<file path="config.mk">
export PLATFORM = sky130hd
export DESIGN_NAME = program_counter_stack
export DESIGN_NICKNAME = d
export VERILOG_FILES = /design/src/rtl/pc_pkg.sv /design/src/rtl/pc_return_stack.sv /design/src/rtl/program_counter_stack.sv
export SDC_FILE = /design/constraint.sdc
export NUM_CORES = 1
export LEC_CHECK = 0
export CAP_MARGIN = 20
export CORE_MARGIN = 2
export CORE_UTILIZATION = 49
export CTS_CLUSTER_DIAMETER = 200
export DETAILED_ROUTE_END_ITERATION = 7
export HOLD_SLACK_MARGIN = 0.15
export PLACE_DENSITY_LB_ADDON = 0.15
export SLEW_MARGIN = 0
export SYNTH_ARGS = -nofsm -noshare
export SYNTH_HDL_FRONTEND = slang
export SYNTH_SLANG_ARGS = --single-unit
</file>
<file path="constraint.sdc">
create_clock -name clk -period 2.5 [get_ports clk]
set_input_delay 0.375 -clock clk [delete_from_list [all_inputs] [get_ports clk]]
set_output_delay 0.375 -clock clk [all_outputs]
set_load 0.02 [all_outputs]
</file>
<file path="src/rtl/pc_pkg.sv">
// Shared operation encoding for the fetch-stage program counter.
package pc_pkg;

    typedef enum logic [2:0] {
        PC_NEXT   = 3'd0,
        PC_HOLD   = 3'd1,
        PC_JUMP   = 3'd2,
        PC_BRANCH = 3'd3,
        PC_CALL   = 3'd4,
        PC_RET    = 3'd5
    } pc_op_t;

    // Encodings from this value upward are reserved and execute as PC_NEXT.
    localparam logic [2:0] PC_OP_RSVD_FIRST = 3'd6;

endpackage

</file>
<file path="src/rtl/pc_return_stack.sv">
// Register-array LIFO holding return addresses; push when full and pop when empty are ignored.
module pc_return_stack #(
    parameter int unsigned WIDTH = 8,
    parameter int unsigned DEPTH = 4
) (
    input  logic                           clk,
    input  logic                           sync_rst,
    input  logic                           push,
    input  logic                           pop,
    input  logic [WIDTH-1:0]               push_data,
    output logic [WIDTH-1:0]               top,
    output logic [$clog2(DEPTH+1)-1:0]     count,
    output logic                           full,
    output logic                           empty
);

    localparam int unsigned CW = $clog2(DEPTH + 1);
    localparam int unsigned AW = (DEPTH > 1) ? $clog2(DEPTH) : 1;

    logic [WIDTH-1:0] mem_q [DEPTH];
    logic [CW-1:0]    count_q, count_d;
    logic             do_push, do_pop;

    assign full    = (count_q == CW'(DEPTH));
    assign empty   = (count_q == '0);
    assign do_push = push && !full;
    assign do_pop  = pop && !empty && !push;

    always_comb begin
        count_d = count_q;
        if (do_push) begin
            count_d = count_q + 1'b1;
        end else if (do_pop) begin
            count_d = count_q - 1'b1;
        end
    end

    always_ff @(posedge clk) begin
        if (sync_rst) begin
            count_q <= '0;
        end else begin
            count_q <= count_d;
        end
    end

    // Contents are don't-care after reset, so the array carries no reset.
    always_ff @(posedge clk) begin
        if (!sync_rst && do_push) begin
            mem_q[AW'(count_q)] <= push_data;
        end
    end

    assign top   = empty ? '0 : mem_q[AW'(count_q - 1'b1)];
    assign count = count_q;

endmodule

</file>
<file path="src/rtl/program_counter_stack.sv">
// Fetch-stage program counter with relative branch, hold and call/return via a LIFO stack.
module program_counter_stack
    import pc_pkg::*;
#(
    parameter int unsigned          WIDTH        = 8,
    parameter int unsigned          STACK_DEPTH  = 4,
    parameter logic [WIDTH-1:0]     RESET_VECTOR = '0
) (
    input  logic                               clk,
    input  logic                               sync_rst,
    input  logic                               clk_en,
    input  logic [2:0]                         op,
    input  logic [WIDTH-1:0]                   target,
    input  logic [WIDTH-1:0]                   offset,
    output logic [WIDTH-1:0]                   pc,
    output logic [$clog2(STACK_DEPTH+1)-1:0]   stack_count,
    output logic                               stack_full,
    output logic                               stack_empty,
    output logic                               overflow,
    output logic                               underflow
);

    logic [WIDTH-1:0] pc_q, pc_d, pc_inc, stk_top;
    logic             ovf_q, ovf_d, unf_q, unf_d;
    logic             push, pop, full, empty;
    pc_op_t           op_e;

    assign pc_inc = pc_q + 1'b1;
    assign op_e   = (op >= PC_OP_RSVD_FIRST) ? PC_NEXT : pc_op_t'(op);

    always_comb begin
        pc_d  = pc_q;
        ovf_d = ovf_q;
        unf_d = unf_q;
        push  = 1'b0;
        pop   = 1'b0;
        if (clk_en) begin
            case (op_e)
                PC_NEXT:   pc_d = pc_inc;
                PC_HOLD:   pc_d = pc_q;
                PC_JUMP:   pc_d = target;
                PC_BRANCH: pc_d = pc_q + offset;
                PC_CALL: begin
                    if (full) begin
                        pc_d  = pc_inc;
                        ovf_d = 1'b1;
                    end else begin
                        push = 1'b1;
                        pc_d = target;
                    end
                end
                PC_RET: begin
                    if (empty) begin
                        pc_d  = pc_inc;
                        unf_d = 1'b1;
                    end else begin
                        pop  = 1'b1;
                        pc_d = stk_top;
                    end
                end
                default:   pc_d = pc_inc;
            endcase
        end
    end

    always_ff @(posedge clk) begin
        if (sync_rst) begin
            pc_q  <= RESET_VECTOR;
            ovf_q <= 1'b0;
            unf_q <= 1'b0;
        end else begin
            pc_q  <= pc_d;
            ovf_q <= ovf_d;
            unf_q <= unf_d;
        end
    end

    pc_return_stack #(
        .WIDTH (WIDTH),
        .DEPTH (STACK_DEPTH)
    ) u_stack (
        .clk       (clk),
        .sync_rst  (sync_rst),
        .push      (push),
        .pop       (pop),
        .push_data (pc_inc),
        .top       (stk_top),
        .count     (stack_count),
        .full      (full),
        .empty     (empty)
    );

    assign pc          = pc_q;
    assign stack_full  = full;
    assign stack_empty = empty;
    assign overflow    = ovf_q;
    assign underflow   = unf_q;

endmodule

</file>
## After elaboration in Yosys (flattened, before gate mapping)

Memory sizes are Yosys's and may differ from the RTL's.
Cells that the tools add are included.

| storage, ports and cells | value |
|---|---|
| logic and storage cells | 44 |
| input port bits | 22 |
| output and inout bits | 15 |
| bits in writable memories | 32 |
| register bits | 13 |
| memories kept | 1 |

| cells by class | value |
|---|---|
| $lt $le $gt $ge | 1 |
| equal/unequal tests | 6 |
| bitwise logic cells | 1 |
| add/subtract/negate cells | 4 |
| reduce and logical (&&, ||, !) cells | 13 |
| multiplexer cells | 14 |

Memory list:

| memory | words | bits a word | rd ports | clocked after memory_dff | write ports | RTL line | source |
|---|---|---|---|---|---|---|---|
| u_stack.mem_q | 4 | 8 | 1 | 0 | 1 | pc_return_stack.sv:20 | `logic [WIDTH-1:0] mem_q [DEPTH];` |

Operators by type and width:

| operator | number |
|---|---|
| one-hot mux 8 bit (5 select lines) | 1 |
| 2-to-1 mux 8 bit | 2 |
| == test 3 bit (second input constant) | 3 |
| 2-to-1 mux 3 bit | 3 |
| adder 8 x 1 -> 8 bit (second input constant) | 1 |
| adder 8 bit | 1 |
| 2-to-1 mux 1 bit | 8 |
| == test 3 x 2 -> 1 bit (second input constant) | 2 |
| AND reduction 3 bit | 2 |
| logical AND 1 bit | 4 |
| zero test 1 bit | 4 |
| adder 3 x 1 -> 3 bit (second input constant) | 1 |
| == test 3 x 1 -> 1 bit (second input constant) | 1 |
| >= comparator 3 bit (second input constant) | 1 |
| zero test 3 bit | 1 |
| subtractor 3 x 1 -> 3 bit (second input constant) | 1 |
| AND reduction 2 bit | 1 |
| nonzero test 2 bit | 1 |
| NOT 1 bit | 1 |

## Longest topological paths before layout

| depth | value |
|---|---|
| depth after elaboration | 9 |
| depth in mapped cells | 9 |
| depth with buffers taken out | 8 |

## Cells and area by module

From an unflattened synthesis, not the netlist that was laid out.

| second synthesis, totals | value |
|---|---|
| cell total of the unflattened synthesis | 220 |
| area total of the unflattened synthesis | 2,592.5 um^2 |

By module, submodules not included:

| module | area each (um^2) | sequential area each (um^2) | instances | cells an instance |
|---|---|---|---|---|
| pc_return_stack | 1,514.0 | 1,021.0 | 1 | 84 |
| program_counter_stack | 1,078.5 | 200.2 | 1 | 136 |

## Worst setup path before layout

OpenSTA, ideal clock, no wires.

| timing | value |
|---|---|
| kind | register to register |
| from | register u_stack.count_q[0], in the netlist u_stack.count[0] |
| to | memory u_stack.mem_q[0][0], enable pin |
| buffers on the path | 1 |
| required time | 2.168 ns |
| arrival | 2.029 ns |
| clock period less this slack | 2.360 ns |
| setup time | 0.332 ns |
| path slack | 0.140 ns |
| stages on the path, launching flop included | 8 |
| cell sequence | dfxtp_1 buf_4 inv_1 ha_1 nand2_1 inv_1 nor4_1 and2_1 |

| between the ends | value |
|---|---|
| cells in the longest elaborated chain, start to end | 8 |
| elaborated cells between the ends (all ways) | 9 |
| those cells by class | eq/ne: 1; mux: 5; reduce/logical: 3 |

RTL lines:

| element | RTL line | source |
|---|---|---|
| from (decl) | pc_return_stack.sv:21 | `logic [CW-1:0] count_q, count_d;` |
| from (signal assigned) | pc_return_stack.sv:42 | `count_q <= count_d;` |
| == test 3 bit * | pc_return_stack.sv:24 | `assign full = (count_q == CW'(DEPTH));` |
| net stack_full | program_counter_stack.sv:17 | `output logic stack_full,` |
| 2-to-1 mux 1 bit | program_counter_stack.sv:44 | `if (full) begin` |
| 2-to-1 mux 1 bit | program_counter_stack.sv:38 | `case (op_e)` |
| 2-to-1 mux 1 bit | program_counter_stack.sv:37 | `if (clk_en) begin` |
| logical AND 1 bit * | pc_return_stack.sv:26 | `assign do_push = push && !full;` |
| logical AND 1 bit * | pc_return_stack.sv:48 | `if (!sync_rst && do_push) begin` |
| 2-to-1 mux 1 bit * | pc_return_stack.sv:48 |  |
| 2-to-1 mux 1 bit (not written as such) * | pc_return_stack.sv:49 | `mem_q[AW'(count_q)] <= push_data;` |
| to (decl) | pc_return_stack.sv:20 |  |

Mark *: on every way through the listed nets, which the timed path passes. The rest lies on a longest branch.

## Final worst setup path

| timing | value |
|---|---|
| from | register u_stack.count_q[1], in the netlist u_stack.count[1] |
| to | output stack_full |

| between the ends | value |
|---|---|
| cells in the longest elaborated chain, start to end | 1 |

RTL lines:

| element | RTL line |
|---|---|
| == test 3 bit | pc_return_stack.sv:24 |
| to (decl) | program_counter_stack.sv:17 |

No other way between the ends.

==> reports/qor.log <==
INFO  floorplanning  design.die.area=5597um^2
INFO  logic_synthesis synthFlopType=sky130_fd_sc_hd__edfxtp_1
INFO  grt            globalRouteTotalUtil=20.96%
INFO  clock_network  post_cts_resized=0
INFO  critical_path  cp.arrival=1.96ns
INFO  logic_synthesis postSynthAreaPerCell=11.87um^2
INFO  logic_synthesis postSynthNetCount=243
INFO  route          post_dr_vias_cell=5.603
INFO  clock_network  post_cts_hold_buffer_count=0
INFO  critical_path  critPathLaunchType=flop
INFO  floorplanning  boundaryPins=37
INFO  logic_synthesis number_of_flops_mapped_to_enable_cells_by_yosys=32
INFO  clock_network  cts.htree.levels=2
INFO  clock_network  tritoncts_num_sinks=45
INFO  logic_synthesis netlist.top_cell.by_area=sky130_fd_sc_hd__edfxtp_1
INFO  logic_synthesis total_standard_cell_area_after_synthesis=2457um^2
INFO  outcome        status=finished, final reports clean
INFO  logic_synthesis synth-adder-area-share=7.434%
INFO  grt            antenna_found_initial=0
INFO  logic_synthesis synth.yosys.warnings=0
INFO  logic_synthesis most_common_cell_in_the_synthesized_netlist=sky130_fd_sc_hd__edfxtp_1
INFO  sta            clock-skew-final=0.008890ns
INFO  grt            grt_first_pass_wirelength=8514um
INFO  grt            vias_in_the_first_global_route=1767
INFO  clock_network  clk-insertion-delay-late=0.30ns
INFO  layout         stdcell_area=3079um^2
INFO  clock_network  cts_inserted_buffers=5
INFO  critical_path  worst-r2r-setup-slack=0.37ns
INFO  sta            totalNegativeSetupSlack=0ns
INFO  worst_hold_path hold_path.class=reg2reg
INFO  placed_design  post-dp-hpwl=3958um
INFO  critical_path  cp_max_fo=7
INFO  placed_design  placedInstanceArea=2964um^2
INFO  clock_network  ctsRootBufferMaster=sky130_fd_sc_hd__clkbuf_8
INFO  route          wire_per_inst=16.58um
INFO  sta            hold_violation_total_from_the_final_report=0
INFO  clock_network  tritoncts=done
INFO  clock_network  number_of_buffers_between_clock_root_and_the_deepest_sink=2
INFO  sta            grt_setup_unrepaired=false
INFO  route          first_pass_iters=4
INFO  job            drv.max_cap_violation_count=0
INFO  route          route.detailed.drc=0
INFO  floorplanning  die_width=74.82um
INFO  sta            worst-slew-pin-transition=0.5169ns
INFO  layout         drive_above_1_share=13.18%
INFO  logic_synthesis fraction_of_synthesized_area_in_multiplexers=7.332%
INFO  clock_network  postCtsSetupRepairBufs=0
INFO  grt            grt_overflow=0
INFO  logic_synthesis synth_xor_xnor_area_share=3.921%
INFO  route          routed_wl=5387um
INFO  layout         num-nets-final=293
INFO  logic_synthesis number_of_flip_flops_and_latches_in_the_synthesized_netlist=45
INFO  sta            setup_viol_count_final=0
INFO  floorplanning  fp-row-count=25
INFO  logic_synthesis synth.top_cell.area_share=39.10%
INFO  floorplanning  start_util=51.35%
INFO  sta            fin_worst_hold_slack=0.4899ns
INFO  power          max-vdd-ir-drop=0.4143mV
INFO  sta            finalCriticalPeriod=2.336ns
INFO  floorplanning  height_of_the_die=74.82um
INFO  critical_path  worst_setup_path_end_kind=primary output
INFO  sta            maxSlewHeadroom=65.29%
INFO  sta            ratio_of_final_minimum_period_to_clock_period=93.43%
INFO  logic_synthesis synth.top_cells.by_count=32 x sky130_fd_sc_hd__edfxtp_1, 17 x sky130_fd_sc_hd__nor2_1, 16 x sky130_fd_sc_hd__nand2_1
INFO  critical_path  timing.critical_path.required=2.12ns
INFO  critical_path  critPathKind=reg2out
INFO  power          power_density=555.8nW/um^2
INFO  layout         synthToLayoutAreaGrowth=25.31%
INFO  logic_synthesis synth_simple_gate_area_share=12.58%
INFO  clock_network  worst_setup_hold_path_clk_slew=0.09ns
INFO  logic_synthesis synth_top_family_by_area=compound AO/OA/AOI/OAI gates
INFO  logic_synthesis synth-compound-area-share=15.94%
INFO  route          ant_nets=0
INFO  logic_synthesis netlist-cell-type-count=49
INFO  placed_design  placer_congestion_estimate=0.8664
INFO  sta            timing_max_transition_violations_final=0
INFO  route          routed-via-count=1821
INFO  grt            grt_start_max_net_pins=16
INFO  logic_synthesis synth_async_sr_flop_share=0%
INFO  logic_synthesis postSynthCellCount=207
INFO  power          p_leak=1.129nW
INFO  logic_synthesis ys_top_cells_by_area=sky130_fd_sc_hd__edfxtp_1 39%, sky130_fd_sc_hd__dfxtp_1 11%, sky130_fd_sc_hd__mux4_2 7.3%
INFO  sta            timing.fmax=428.1MHz
INFO  route          initialDrtViolationCount=141
INFO  placed_design  placement.io_buffers=36
INFO  floorplanning  fp.coreArea=4786um^2
INFO  logic_synthesis synth.yosys.seq_area_share=49.69%
INFO  layout         insertedDiodeCount=0
[flip-flops by register name, indices dropped and copies added (netlist names)]
| signal | cells |
|---|---|
| u_stack.mem_q | 32 |
| underflow | 1 |
| pc | 8 |
| u_stack.count | 3 |
| overflow | 1 |
[worst paths after layout]
path / startpoint / to / cells past startpoint
hold / removal: overflow / overflow / 2
hold reg to reg: overflow / overflow / 2
setup / recovery: u_stack.count[1] / stack_full / 5
setup reg to reg: u_stack.count[1] / u_stack.mem_q[1][0] / 8
[power by group]
group,leakage (nW),internal [mW],switching [mW]
Sequential,0.398,0.821,0.0212
Clock,0.0543,0.299,0.254
Combinational,0.676,0.150,0.167
[kinds of logic after synthesis]
group	count (synthesis)
AO/OA/AOI/OAI	52
buffers and inverters	17
multiplexers	8
adder cells (fa/ha/maj)	14
flip-flops	45
XOR/XNOR	11
AND/OR/NAND/NOR	60
[cell usage in the layout (no fill, tap or decap), types with 2 or more instances in the layout]
cell type / instances
sky130_fd_sc_hd__clkdlybuf4s50_1: 36
sky130_fd_sc_hd__mux4_2: 8
sky130_fd_sc_hd__inv_1: 11
sky130_fd_sc_hd__nand2b_1: 2
sky130_fd_sc_hd__and2_1: 5
sky130_fd_sc_hd__nor2b_1: 2
sky130_fd_sc_hd__nor2_1: 17
sky130_fd_sc_hd__and3_1: 2
sky130_fd_sc_hd__buf_4: 13
sky130_fd_sc_hd__clkbuf_8: 5
sky130_fd_sc_hd__a32oi_1: 2
sky130_fd_sc_hd__xnor2_1: 7
sky130_fd_sc_hd__a22oi_1: 2
sky130_fd_sc_hd__a211oi_1: 7
sky130_fd_sc_hd__o311a_1: 2
sky130_fd_sc_hd__o21a_1: 2
sky130_fd_sc_hd__xor2_1: 4
sky130_fd_sc_hd__edfxtp_1: 32
sky130_fd_sc_hd__a21o_1: 2
sky130_fd_sc_hd__a221oi_1: 6
sky130_fd_sc_hd__dfxtp_1: 13
sky130_fd_sc_hd__o31a_1: 3
sky130_fd_sc_hd__o21ai_0: 5
sky130_fd_sc_hd__and2b_1: 2
sky130_fd_sc_hd__nor4_1: 2
sky130_fd_sc_hd__nand2_1: 16
sky130_fd_sc_hd__o22ai_1: 2
sky130_fd_sc_hd__a311oi_1: 2
sky130_fd_sc_hd__nand3_1: 3
sky130_fd_sc_hd__ha_1: 13
sky130_fd_sc_hd__and4_1: 2
sky130_fd_sc_hd__a21oi_1: 9
[layout make-up]
type                    count  area, um^2
clock buffers               5       68.82
clock inverters             3       46.29
fillers                   396        1707
inverters                  11       41.29
multi-input cells         145        1160
flip-flops and latches     45        1221
well taps                  67       83.83
repair buffers             49       457.9
[per-layer routing]
| layer | track usage (%) | vias to the layer above | part of all wire (%) |
|---|---|---|---|
| met5 | 0 | - | 0 |
| met3 | 4.685 | 11 | 6.5 |
| met4 | 8.135 | 0 | 2.2 |
| met2 | 33.04 | 68 | 47 |
| li1 | - | 892 | - |
| met1 | 28.52 | 850 | 45 |
[critical path: stages (launching register included)]
cell and delay (ns):
sky130_fd_sc_hd__dfxtp_1 0.37, sky130_fd_sc_hd__inv_1 0.12, sky130_fd_sc_hd__ha_1 0.28, sky130_fd_sc_hd__nand2_1 0.18, sky130_fd_sc_hd__inv_1 0.11, sky130_fd_sc_hd__clkdlybuf4s50_1 0.60
[stage by stage]
stage                     util, %  power [mW]  cells  setup WS [ns]
after floorplan                 -       1.046    207         0.1398
after global placement      61.93       1.170    317        0.09485
after detailed placement    61.93       1.172    317        0.05865
after CTS                   64.34       1.727    325         0.1521
after global routing        64.34       1.793    325        0.03415
final                       64.34       1.711    325         0.1643
(Power assumes the default switching activity.)
